`src/rtl/mem_ctrl.sv`:
```
// Shares one 8-bit RAM port between instruction fetch and load/store, serialising into byte transfers.
// Optional one-entry fetch buffer: define MEM_CTRL_IF_BUF_EN.
module mem_ctrl (
    input  logic        clk,
    input  logic        rst,
    input  logic        if_req,
    input  logic [31:0] if_addr,
    input  logic        mem_req,
    input  logic        mem_wr,
    input  logic [1:0]  mem_len,
    input  logic [31:0] mem_addr,
    input  logic [31:0] mem_wdata,
    input  logic [7:0]  ram_din,
    output logic [31:0] ram_a,
    output logic [7:0]  ram_dout,
    output logic        ram_wr,
    output logic [31:0] if_inst,
    output logic        if_done,
    output logic [31:0] mem_rdata,
    output logic        mem_done
);

    typedef enum logic [2:0] {IDLE, IF_RD, MEM_RD, MEM_WR, DONE} state_t;

    localparam logic [31:0] NOP = 32'h0000_0013;

    state_t      state, state_nx;
    logic [31:0] base_q, wdata_q, asm_q, rd_word;
    logic [2:0]  cnt_q, len_q, req_len;
    logic [1:0]  rcv_idx;
    logic        issue, buf_hit;

`ifdef MEM_CTRL_IF_BUF_EN
    logic        buf_valid_q;
    logic [31:0] buf_tag_q;
    assign buf_hit = buf_valid_q && (if_addr == buf_tag_q);
`else
    assign buf_hit = 1'b0;
`endif

    assign req_len = (mem_len == 2'b00) ? 3'd1 : (mem_len == 2'b01) ? 3'd2 : 3'd4;

    // The receive index lags issue by one, so byte cnt-1 is on ram_din now.
    assign rcv_idx = cnt_q[1:0] - 2'd1;
    assign rd_word = asm_q | ({24'b0, ram_din} << {rcv_idx, 3'b000});

    always_comb begin
        // NOTE: defaults first, so no path through this block leaves a value unassigned (no latches).
        state_nx = state;
        case (state)
            IDLE: begin
                if (mem_req)     state_nx = mem_wr ? MEM_WR : MEM_RD;
                else if (if_req) state_nx = buf_hit ? DONE : IF_RD;
            end
            IF_RD, MEM_RD: if (cnt_q == len_q)         state_nx = DONE;
            MEM_WR:        if (cnt_q == len_q - 3'd1)  state_nx = DONE;
            DONE:          state_nx = IDLE;
            default:       state_nx = IDLE;
        endcase
    end

    // RAM outputs are gated by rst so an aborted store writes nothing in the reset cycle.
    always_comb begin
        issue    = (((state == IF_RD) || (state == MEM_RD)) && (cnt_q < len_q)) || (state == MEM_WR);
        ram_a    = 32'd0;
        ram_dout = 8'd0;
        ram_wr   = 1'b0;
        if (issue && !rst) ram_a = base_q + {29'd0, cnt_q};
        if ((state == MEM_WR) && !rst) begin
            ram_wr   = 1'b1;
            ram_dout = wdata_q[{cnt_q[1:0], 3'b000} +: 8];
        end
    end

    always_ff @(posedge clk) begin
        if (rst) begin
            // NOTE: non-blocking assignments for all sequential state, so every flop sees pre-edge values.
            state     <= IDLE;
            cnt_q     <= 3'd0;
            len_q     <= 3'd0;
            base_q    <= 32'd0;
            wdata_q   <= 32'd0;
            asm_q     <= 32'd0;
            if_inst   <= NOP;
            mem_rdata <= 32'd0;
            if_done   <= 1'b0;
            mem_done  <= 1'b0;
`ifdef MEM_CTRL_IF_BUF_EN
            buf_valid_q <= 1'b0;
            buf_tag_q   <= 32'd0;
`endif
        end else begin
            state    <= state_nx;
            if_done  <= 1'b0;
            mem_done <= 1'b0;
            case (state)
                IDLE: begin
                    cnt_q <= 3'd0;
                    asm_q <= 32'd0;
                    if (mem_req) begin
                        base_q  <= mem_addr;
                        len_q   <= req_len;
                        wdata_q <= mem_wdata;
`ifdef MEM_CTRL_IF_BUF_EN
                        if (mem_wr) buf_valid_q <= 1'b0;
`endif
                    end else if (if_req) begin
                        base_q <= if_addr;
                        len_q  <= 3'd4;
                        if (buf_hit) if_done <= 1'b1;
                    end
                end
                IF_RD, MEM_RD: begin
                    cnt_q <= cnt_q + 3'd1;
                    if (cnt_q != 3'd0) asm_q <= rd_word;
                    if (cnt_q == len_q) begin
                        if (state == IF_RD) begin
                            if_inst <= rd_word;
                            if_done <= 1'b1;
`ifdef MEM_CTRL_IF_BUF_EN
                            buf_valid_q <= 1'b1;
                            buf_tag_q   <= base_q;
`endif
                        end else begin
                            mem_rdata <= rd_word;
                            mem_done  <= 1'b1;
                        end
                    end
                end
                MEM_WR: begin
                    cnt_q <= cnt_q + 3'd1;
                    if (cnt_q == len_q - 3'd1) mem_done <= 1'b1;
                end
                default: cnt_q <= 3'd0;
            endcase
        end
    end

endmodule
```
`config.mk`:
```
export PLATFORM = sky130hd
export DESIGN_NAME = mem_ctrl
export DESIGN_NICKNAME = d
export VERILOG_FILES = /design/src/rtl/mem_ctrl.sv
export SDC_FILE = /design/constraint.sdc
export NUM_CORES = 1
export LEC_CHECK = 0
export BUFFER_PORTS_ARGS = -buffer_cell sky130_fd_sc_hd__buf_2
export CAP_MARGIN = 40
export CORE_UTILIZATION = 52
export DETAILED_ROUTE_END_ITERATION = 16
export PLACE_DENSITY = 0.8
export RECOVER_POWER = 25
export SYNTH_ARGS = -nofsm -noshare
export SYNTH_HDL_FRONTEND = slang
export SYNTH_SLANG_ARGS = --single-unit
export TNS_END_PERCENT = 10
```
`constraint.sdc`:
```
create_clock -name clk -period 3.5 [get_ports clk]
set_input_delay 0.7 -clock clk [delete_from_list [all_inputs] [get_ports clk]]
set_output_delay 0.7 -clock clk [all_outputs]
set_load 0.1 [all_outputs]
```
# Word-level counts from Yosys, hierarchy flattened
# Index checks and enable logic that the tools add are counted.
[word_totals]
mem_bits_rw = 0
word_cells = 75
in_bits = 111
latchBits = 0
n_memories = 0
ff_bits = 171
romBits = 0
[classes]
bitwise_logic = 5
shifts = 2
n_mux = 22
n_lt_le_gt_ge = 1
div_mod_pow = 0
n_addsub = 4
eq_ne = 10
n_mul = 0
n_reduce_logical = 21
[ops]
columns = ["op", "n"]
rows = [
  ["2-to-1 mux 32 bit", 4],
  ["one-hot mux 32 bit (2 select lines)", 1],
  ["adder 32 x 3 -> 32 bit", 1],
  ["OR 32 bit", 1],
  ["indexed part select 32 x 6 -> 8 bit", 1],
  ["left shift 8 x 5 -> 32 bit", 1],
  ["2-to-1 mux 3 bit", 8],
  ["one-hot mux 3 bit (3 select lines)", 1],
  ["AND reduction 3 bit", 3],
  ["2-to-1 mux 8 bit", 1],
  ["equality test 3 x 2 -> 1 bit, second input constant", 2],
  ["equality test 3 bit", 2],
  ["2-to-1 mux 1 bit", 6],
  ["inequality test 2 bit, second input constant", 3],
  ["AND reduction 2 bit", 3],
  ["OR reduction 3 bit", 2],
  ["inverter 1 bit", 4],
  ["nonzero test 2 bit", 2],
  ["OR reduction 2 bit", 2],
  ["adder 3 x 1 -> 3 bit, second input constant", 1],
  ["equality test 3 x 1 -> 1 bit, second input constant", 1],
  ["logical AND 1 bit", 3],
  ["logical NOT 3 bit", 1],
  ["less-than comparator 3 bit", 1],
  ["other kinds (9)", 10],
]

# Depth between registers and ports, before layout
[logic_depth]
depth_word = 6
depth_mapped = 8

# Least setup slack after synthesis
# No wires, ideal clock.
[synth_path]
kind = "reg2out"
from = "register cnt_q[1]"
to = "output ram_a[24]"
slack_ps = -736
stages_incl_launch_ff = 9
required_ps = 2800
t_arrival_ps = 3536
cell_sequence = "dfxtp_1 -> buf_2 -> inv_1 -> fa_1 -> nor2b_1 -> clkbuf_1 -> o2111ai_2 -> or4_1 -> a21oi_1"
[synth_via]
elab_chain_cells = 5
[synth_lines]
columns = ["element", "line", "rtl"]
rows = [
  ["start, declared", "29", "logic [2:0] cnt_q, len_q, req_len;"],
  ["start signal, assigned", "114", "cnt_q <= cnt_q + 3'd1;"],
  ["start signal, assigned", "131", "cnt_q <= cnt_q + 3'd1;"],
  ["parallel branches: the longest is 4 deep, another holds adder 32 x 3 -> 32 bit", "n/a", ""],
  ["2-to-1 mux 32 bit *", "68", "if (issue && !rst) ram_a = base_q + {29'd0, cnt_q};"],
  ["end, declared", "14", "output logic [31:0] ram_a,"],
]
# Mark *: on every way between the ends.

# Worst setup path after layout
[layout_path]
from = "register cnt_q[2]"
to = "output ram_a[29]"
# The elaborated chain is that of the path after synthesis.

==> impl_metrics.tcl <==
set metrics [dict create \
    clk_pin_slew_ns 0.06 \
    drc 0 \
    p_switching_mw 4.70 \
    final_common_cell "dfxtp_1" \
    max_freq_ghz 0.290 \
    grt_pass1_wl_mm 31.6 \
    synth_top_flop_cell "dfxtp_1" \
    grt_util_all_layers_pct 26.7 \
    cts_root_buffer "clkbuf_16" \
    clk_path_buf_depth 2 \
    synth_top_area_share_pct 44.6 \
    vias 7334 \
    yosys_warnings 0 \
    finalSetupViolations 0 \
    dieArea_um2 15300 \
    ys_seq_area_share_pct 44.6 \
    die_h_um 124 \
    relSlewSlack_pct -18.1 \
    synth-seq-cells 171 \
    gp_congestion 0.844 \
    p_per_area_nw_per_um2 931 \
    cp_max_fo 8 \
    postRouteAntennaNets 0 \
    numCtsBuffers 17 \
    clock-skew-final_ns 0.00817 \
    async_flop_share_pct 0 \
    grt_max_degree 65 \
    clockPowerShare_pct 20.7 \
    final_cell_area_um2 10100 \
    htreeDepth 4 \
    placed_area_um2 9440 \
    final_cell_mix "dfxtp_1 (168), nor2_1 (152), buf_2 (136)" \
    worst_slew_pin_slew_ns 1.77 \
    hp-class "reg2reg" \
    setup_ws_ns 0.0567 \
    intPower_mw 4.74 \
    cts.sinks 171 \
    dp.cells 1241 \
    post-route-util_pct 70.1 \
    pin_count 218 \
    final.setup.tns_ns 0 \
    power_frac_seq_pct 31.1 \
    critPathBufInv 1 \
    critPathCaptureType "output port" \
    yosys-top-cells-area "dfxtp_1 (45%), a211oi_1 (9.3%), nor2_1 (7.4%)" \
    nNetsFinal 1206 \
    status "finished, violations left" \
    hold_ws_ns 0.453 \
    crit_path_top_delay_cell "a2111o_2" \
    synth_edf_count 0 \
    drive_gt1_share_pct 24.6 \
    drt_first_iter_violations 614 \
    yosys.area.top_type "dfxtp_1" \
    insertion_delay_ns 0.42 \
    drv_cap 1 \
    worstPathCellList "ha_4, nand3_2, a2111o_2, or4_1, a21oi_2, buf_12" \
    antenna_found_initial 0 \
    grt_pass1_vias 6425 \
    start_util_pct 53.0 \
    rsz0062_at_grt "true" \
    combPwrFrac_pct 48.3 \
    wirelength_mm 20.9 \
    dr.pass1.iters 5 \
    irDropWorstVdd_v 0.000597 \
    worstSetupStartpointType "flop" \
    die_w_um 124 \
    critical_path.max_stage_delay_ns 0.56 \
    cts_tree "built" \
    power_mw 9.44 \
    ys_types 56 \
    worstPathRequired_ns 2.80 \
    fin_cells 1282 \
    switching_share_pct 49.8 \
    syn_nets 1016 \
    post_drt_wl_per_cell_um 16.3 \
    critical-path-top-delay-family "compound AO/OA/AOI/OAI gates" \
    syn_avg_cell_area_um2 8.58 \
    slew_viol_final 42 \
    period_minus_slack_ns 3.44 \
    num_rows 44 \
    core_area_um2 14500 \
    pre_cts_ws_ns 0.254 \
    area_growth_pct 32.1 \
    p_leak_nw 3.81 \
    violations "max-capacitance violations, max-slew violations" \
    crit_type "reg2out" \
    hold_viol 0 \
    min_period_over_period_pct 98.4 \
    critPathArrivalTime_ns 2.74 \
    overflow 0 \
    place_hpwl_mm 14.4 \
    vias_per_cell 5.72 \
    syn_inst 895 \
    synth.cell_area_um2 7680 \
    num_antenna_cells 0 \
    portBuffers 217 \
]
sequential cells by signal (all words and copies together) (netlist names):
register	flops
len_q	3
if_done	1
cnt_q	3
mem_done	1
mem_rdata	32
if_inst	32
base_q	32
state	3
wdata_q	32
asm_q	32
path summary, 6_finish.rpt:
check / startpoint / endpoint / slack (ns) / cells past startpoint
max: cnt_q[2] / ram_a[29] / 0.06 / 6
min: wdata_q[19] / wdata_q[19] / 0.45 / 2
max reg2reg: state[2] / base_q[4] / 1.12 / 5
min reg2reg: wdata_q[19] / wdata_q[19] / 0.45 / 2
Yosys cell counts, types with 8 or more instances:
| cell | number |
|---|---|
| o31ai_1 | 9 |
| mux2i_1 | 32 |
| ha_1 | 9 |
| or4_1 | 9 |
| o21ai_0 | 13 |
| a31oi_1 | 33 |
| buf_2 | 21 |
| nand3_1 | 8 |
| clkbuf_1 | 46 |
| or3_1 | 9 |
| nor2b_1 | 12 |
| a21oi_1 | 88 |
| dfxtp_1 | 171 |
| inv_1 | 14 |
| nand2_1 | 75 |
| nor2_1 | 152 |
| a211oi_1 | 95 |
| mux4_2 | 8 |
| and2_1 | 12 |
cell type report:
cell class / count / area, µm²
repair buffers: 244 / 1750
well taps: 184 / 230
clock buffers: 18 / 429
fillers: 1139 / 4330
clock inverters: 14 / 184
flip-flops and latches: 171 / 3430
multi-input cells: 636 / 4070
inverters: 15 / 56.3
metal layers:
metal	part of all wire [%]	wire length (µm)	vias to the layer above	GRT usage (%)
met4	2.2	469	0	8.58
li1	-	-	3609	-
met1	44	9260	3441	34.4
met3	6.0	1250	31	5.40
met2	47	9910	253	44.6
met5	0	0	-	0
what timing repair did:
item	4_1_cts	5_1_grt
setup endpoints to repair	7	18
hold buffers	0	0
cloned	0	1
pin swaps	2	4
buffers inserted	4	4
gates resized for setup	4	16
kinds of logic (layout without fill, tap and decap cells):
group / Yosys count / count (layout) / synth area share (%)
XOR/XNOR: 14 / 14 / 1.78
multiplexers: 40 / 40 / 6.52
AO/OA/AOI/OAI: 257 / 258 / 21.8
buffers and inverters: 89 / 291 / 4.69
flip-flops: 171 / 171 / 44.6
adder cells (fa/ha/maj): 11 / 11 / 1.86
AND/OR/NAND/NOR: 313 / 313 / 18.7
tightest hold or removal path, delay by kind of cell, from the launching register on:
kind               cells  cell delay, ns
AOI/OAI and AO/OA      1            0.05
and+or+nand+nor        1            0.05
DFF                    1            0.31
power by group through the flow:
stage,clock [mW],sequential (mW),combinational [mW]
finish,1.95,2.93,4.55
floorplan,0,4.42,2.07
CTS,1.98,2.90,4.58
global route,2.06,3.00,4.88
detailed placement,0,2.94,4.54
global placement,0,2.92,4.43
Note: power is estimated with default switching activity, not from simulation.
